===== config.mk =====
export PLATFORM = sky130hd
export DESIGN_NAME = ws2812b_frame_sched
export DESIGN_NICKNAME = d
export VERILOG_FILES = /design/src/rtl/ws2812b_frame_sched.sv
export SDC_FILE = /design/constraint.sdc
export NUM_CORES = 1
export LEC_CHECK = 0
export BUFFER_PORTS_ARGS = -buffer_cell sky130_fd_sc_hd__buf_2
export CAP_MARGIN = 20
export CORE_MARGIN = 1.5
export CORE_UTILIZATION = 55
export DETAILED_ROUTE_END_ITERATION = 10
export GPL_TIMING_DRIVEN = 0
export PLACE_DENSITY = 0.75
export SYNTH_ARGS = -nofsm -noshare
export SYNTH_HDL_FRONTEND = slang
export SYNTH_SLANG_ARGS = --single-unit

===== constraint.sdc =====
create_clock -name clk -period 2.7 [get_ports clk]
set_input_delay 0.54 -clock clk [delete_from_list [all_inputs] [get_ports clk]]
set_output_delay 0.54 -clock clk [all_outputs]
set_load 0.01 [all_outputs]

===== src/rtl/ws2812b_frame_sched.sv =====
// WS2812B frame scheduler: fetches NUM_LEDS pixels, serialises them MSB first, then holds latch for the reset gap.
// Optional WS2812B_BRIGHTNESS_EN adds an 8-bit bright input that scales each channel as (ch*(bright+1))>>8.
module ws2812b_frame_sched #(
    parameter int unsigned NUM_LEDS     = 8,
    parameter int unsigned RESET_CYCLES = 2500
) (
    input  logic        clk,
    input  logic        res,
    input  logic        start,
`ifdef WS2812B_BRIGHTNESS_EN
    input  logic [7:0]  bright,
`endif
    output logic        busy,
    output logic        done,
    output logic [7:0]  pix_addr,
    output logic        pix_rd,
    input  logic [23:0] pix_data,
    output logic        bit_data,
    output logic        bit_valid,
    input  logic        bit_ready,
    output logic        latch
);

    localparam int unsigned LAT_W    = (RESET_CYCLES > 1) ? $clog2(RESET_CYCLES) : 1;
    localparam logic [LAT_W-1:0] LAT_LAST = LAT_W'(RESET_CYCLES - 1);
    localparam logic [7:0]       LAST_IDX = 8'(NUM_LEDS - 1);

    typedef enum logic [2:0] {
        S_IDLE,
        S_FETCH,
        S_LOAD,
        S_SHIFT,
        S_LATCH
    } state_t;

    state_t           state_q;
    logic             busy_q;
    logic             done_q;
    logic [7:0]       pix_addr_q;
    logic             pix_rd_q;
    logic             rd_dly_q;
    logic             bit_valid_q;
    logic             latch_q;
    logic [7:0]       idx_q;
    logic [4:0]       cnt_q;
    logic [23:0]      sh_q;
    logic [23:0]      hold_q;
    logic [LAT_W-1:0] lat_q;
    logic [23:0]      pix_in;

`ifdef WS2812B_BRIGHTNESS_EN
    function automatic logic [7:0] scale_ch(input logic [7:0] ch, input logic [7:0] b);
        logic [15:0] prod;
        prod = {8'd0, ch} * ({8'd0, b} + 16'd1);
        return prod[15:8];
    endfunction

    assign pix_in = {scale_ch(pix_data[23:16], bright),
                     scale_ch(pix_data[15:8],  bright),
                     scale_ch(pix_data[7:0],   bright)};
`else
    assign pix_in = pix_data;
`endif

    always_ff @(posedge clk) begin
        if (!res) begin
            state_q     <= S_IDLE;
            busy_q      <= 1'b0;
            done_q      <= 1'b0;
            pix_addr_q  <= '0;
            pix_rd_q    <= 1'b0;
            rd_dly_q    <= 1'b0;
            bit_valid_q <= 1'b0;
            latch_q     <= 1'b0;
            idx_q       <= '0;
            cnt_q       <= '0;
            sh_q        <= '0;
            hold_q      <= '0;
            lat_q       <= '0;
        end else begin
            done_q   <= 1'b0;
            pix_rd_q <= 1'b0;
            rd_dly_q <= pix_rd_q;
            case (state_q)
                S_IDLE: begin
                    // The done cycle is still IDLE, so start must be masked there explicitly.
                    if (start && !done_q) begin
                        state_q    <= S_FETCH;
                        busy_q     <= 1'b1;
                        idx_q      <= '0;
                        pix_addr_q <= '0;
                        pix_rd_q   <= 1'b1;
                    end
                end
                S_FETCH: begin
                    state_q <= S_LOAD;
                end
                S_LOAD: begin
                    sh_q    <= pix_in;
                    cnt_q   <= '0;
                    state_q <= S_SHIFT;
                    if (idx_q != LAST_IDX) begin
                        pix_rd_q   <= 1'b1;
                        pix_addr_q <= idx_q + 8'd1;
                    end
                end
                S_SHIFT: begin
                    if (rd_dly_q) begin
                        hold_q <= pix_in;
                    end
                    if (!bit_valid_q) begin
                        bit_valid_q <= 1'b1;
                    end else if (bit_ready) begin
                        if (cnt_q == 5'd23) begin
                            cnt_q <= '0;
                            if (idx_q != LAST_IDX) begin
                                // Seamless hand-over to the prefetched pixel, then prefetch the one after.
                                sh_q  <= hold_q;
                                idx_q <= idx_q + 8'd1;
                                if ((idx_q + 8'd1) != LAST_IDX) begin
                                    pix_rd_q   <= 1'b1;
                                    pix_addr_q <= idx_q + 8'd2;
                                end
                            end else begin
                                sh_q        <= {sh_q[22:0], 1'b0};
                                bit_valid_q <= 1'b0;
                                latch_q     <= 1'b1;
                                lat_q       <= '0;
                                state_q     <= S_LATCH;
                            end
                        end else begin
                            sh_q  <= {sh_q[22:0], 1'b0};
                            cnt_q <= cnt_q + 5'd1;
                        end
                    end
                end
                S_LATCH: begin
                    if (lat_q == LAT_LAST) begin
                        latch_q <= 1'b0;
                        done_q  <= 1'b1;
                        busy_q  <= 1'b0;
                        state_q <= S_IDLE;
                    end else begin
                        lat_q <= lat_q + 1'b1;
                    end
                end
                default: begin
                    state_q <= S_IDLE;
                end
            endcase
        end
    end

    assign busy      = busy_q;
    assign done      = done_q;
    assign pix_addr  = pix_addr_q;
    assign pix_rd    = pix_rd_q;
    assign bit_data  = sh_q[23];
    assign bit_valid = bit_valid_q;
    assign latch     = latch_q;

endmodule


==> impl_results.md <==
* Synth-to-layout area growth at 12.4%
* WL final at 9730 um
* Peak supply drop at 0.420 mV
* Die Y at 91.0 um
* Final net count at 574
* Worst setup SP type: flip-flop
* 1st-iter DRT viols at 281
* Drt pass-1 iters at 7
* Predominant post-synthesis flop cell: dfxtp_1
* Worst skew pair latency at 0.36 ns
* Max Cap Viol at 0
* Synth top area cells: dfxtp_1, nand2_1, mux2_4
* Final clock skew at 0.00732 ns
* Core Rows at 31
* Period Utilization, post-route at 87.2%
* Worst-case clock buffer depth at 2
* CTS Sinks at 90
* Number of global-route vias before repair at 3501
* Sequential share of power at 53.3%
* Synth top area share at 42.3%
* Drt wl/cell at 15.1 um
* Initial core utilization at 57.8%
* Pin count of the biggest net entering global routing at 15
* GRT overflow at 0
* Critical Path Fanout Max at 10
* R2r startpoint: idx_q[1]
* R2r worst-path depth at 8
* Layout cells sized above 1 at 18.7%
* Diodes inserted at 0
* Slew margin rel. at 60.6%
* Clock group share of total power at 36.1%
* Fin Hold WS at 0.423 ns
* Critical path type: reg -> reg
* P_leak at 1.82 nW
* Sequential cell area at 1800 um2
* Drt drc at 0
* Peak Freq at 0.425 GHz
* Fillers at 662
* Core Footprint at 7370 um2
* Port-buffer cells at 40
* Unrepaired setup endpoints after global routing: no
* Most frequent cells after synthesis: dfxtp_1, nand2_1, nor2_1
* Critical Path Start: idx_q[1]
* Setup TNS at 0 ns
* Synth async-reset ratio at 0%
* CTS tree: built
* Required @ worst endpoint at 2.99 ns
* Logic pwr share at 10.6%
* Sw frac at 24.7%
* Synth cell types at 49
* Initial antenna violation count at 0
* GRT Total Usage at 24.1%
* Outcome: complete, no violations
* ANT nets after route at 0
* Final-report setup violation count at 0
* # hold bufs at CTS at 0
* H-tree levels at 3
* Vias per cell at 5.84
* Yosys top cell by area: dfxtp_1
* P per Cell Area at 541 nW/um2
* Hpwl dp at 6790 um
* Number of synthesized flops with an enable pin at 0
* Cell count after synthesis at 490
* Sequential share of the synthesized area at 42.3%
* Tightest Pin Transition at 0.590 ns
* Max Transition Viols Final at 0
* #FFs+latches synth at 90
* P_sw at 640 uW
* Via Count at 3761
* Die X at 91.0 um
* Internal at 1.95 mW
* Hold_sp: pix_data[18]
* Postcts setup bufs at 0
* CP Capture Type: flip-flop
* Num CTS Buffers at 9
* Clock-pin slew on the worst setup and hold paths at 0.08 ns
* Worst Path Arrival at 2.64 ns
* Syn_area_per_cell at 8.69 um2
* Hold depth at 3
* Post-CTS sizing at 0
* Routability cong. at 0.897
* Clock root buffer master: clkbuf_8
* Syn nets at 523
* Area of the multi-input gates at 2270 um2
* First-pass GRT wire length at 16200 um
* Die Area at 8280 um2
* Final hold vios at 0
* Syn Std Cell Area at 4260 um2
* Final min period at 2.36 ns
* Io pins at 42
* Synth warn at 0
* HP Class: in -> reg
[cells by family after synthesis]
family / Yosys count / synth area share [%]
xor gates and xnor gates: 19 / 3.91
adders and majority gates: 5 / 1.47
buffers and inverters: 39 / 4.38
muxes: 34 / 10.2
AOI/OAI and AO/OA: 92 / 15.2
and+or+nand+nor: 211 / 22.6
DFF: 90 / 42.3
[worst paths after layout]
| kind | to | slack, ns |
|---|---|---|
| setup / recovery | pix_addr[5] | 0.34 |
| hold / removal | hold_q[18] | 0.42 |
| setup reg to reg | pix_addr[5] | 0.34 |
| hold reg to reg | hold_q[5] | 0.46 |
[layout by cell type, fill, tap and decap left out, types with 11 or more instances in the layout]
master and count:
clkbuf_8 11, a21oi_1 42, nor2_1 59, nand3_1 17
mux2_4 17, buf_2 51, dfxtp_1 90, nand2_1 90
a222oi_1 24, o21ai_0 11, clkbuf_1 20
[registers in the layout, indices dropped and copies added, names as in the netlist]
register / cells
pix_addr: 8
pix_rd: 1
sh_q: 24
hold_q: 24
rd_dly_q: 1
state_q: 3
idx_q: 8
bit_valid: 1
done: 1
latch: 1
cnt_q: 5
busy: 1
lat_q: 12
[worst max-delay path, stage by stage, from the launching register on]
cell and delay, ns:
dfxtp_1 0.45, ha_1 0.21, clkbuf_1 0.37, nand2_1 0.13
nor4_1 0.34, a211oi_1 0.12, o2111ai_1 0.22, buf_4 0.24
mux2i_1 0.21
[per-stage QoR]
| step | area [um2] | util (%) | setup WS [ns] | instances | power (mW) |
|---|---|---|---|---|---|
| CTS | 4790 | 65.0 | 0.356 | 644 | 2.62 |
| finish | 4790 | 65.0 | 0.345 | 644 | 2.59 |
| global route | 4790 | 65.0 | 0.196 | 644 | 2.70 |
| detailed placement | 4580 | 62.2 | 0.366 | 629 | 1.68 |
| global placement | 4580 | 62.2 | 0.444 | 629 | 1.68 |
| floorplan | 4260 | - | 0.727 | 490 | 1.60 |
[layout make-up]
class / instances / area share [%]
sequential: 90 / 37.6
tap: 99 / 2.59
buffer: 36 / 3.66
inverter: 3 / 0.235
clock inverter: 4 / 1.07
clock buffer: 11 / 3.16
timing repair buffer: 40 / 4.18
multi-input combinational: 361 / 47.5
[metal layers]
| layer | global-route usage, % | up-vias | share of wire, % |
|---|---|---|---|
| met3 | 5.86 | 9 | 6.0 |
| met2 | 41.6 | 131 | 49 |
| li1 | - | 1840 | - |
| met1 | 30.2 | 1781 | 44 |
| met4 | 5.86 | 0 | 0.59 |
| met5 | 0 | - | 0 |
[power by group through the flow]
| stage | clock network [mW] | logic (mW) | registers (mW) |
|---|---|---|---|
| global route | 1.01 | 0.302 | 1.39 |
| floorplan | 0 | 0.189 | 1.41 |
| global placement | 0 | 0.266 | 1.41 |
| CTS | 0.962 | 0.274 | 1.38 |
| detailed placement | 0 | 0.273 | 1.41 |
| finish | 0.935 | 0.275 | 1.38 |
(Power assumes the default switching activity.)
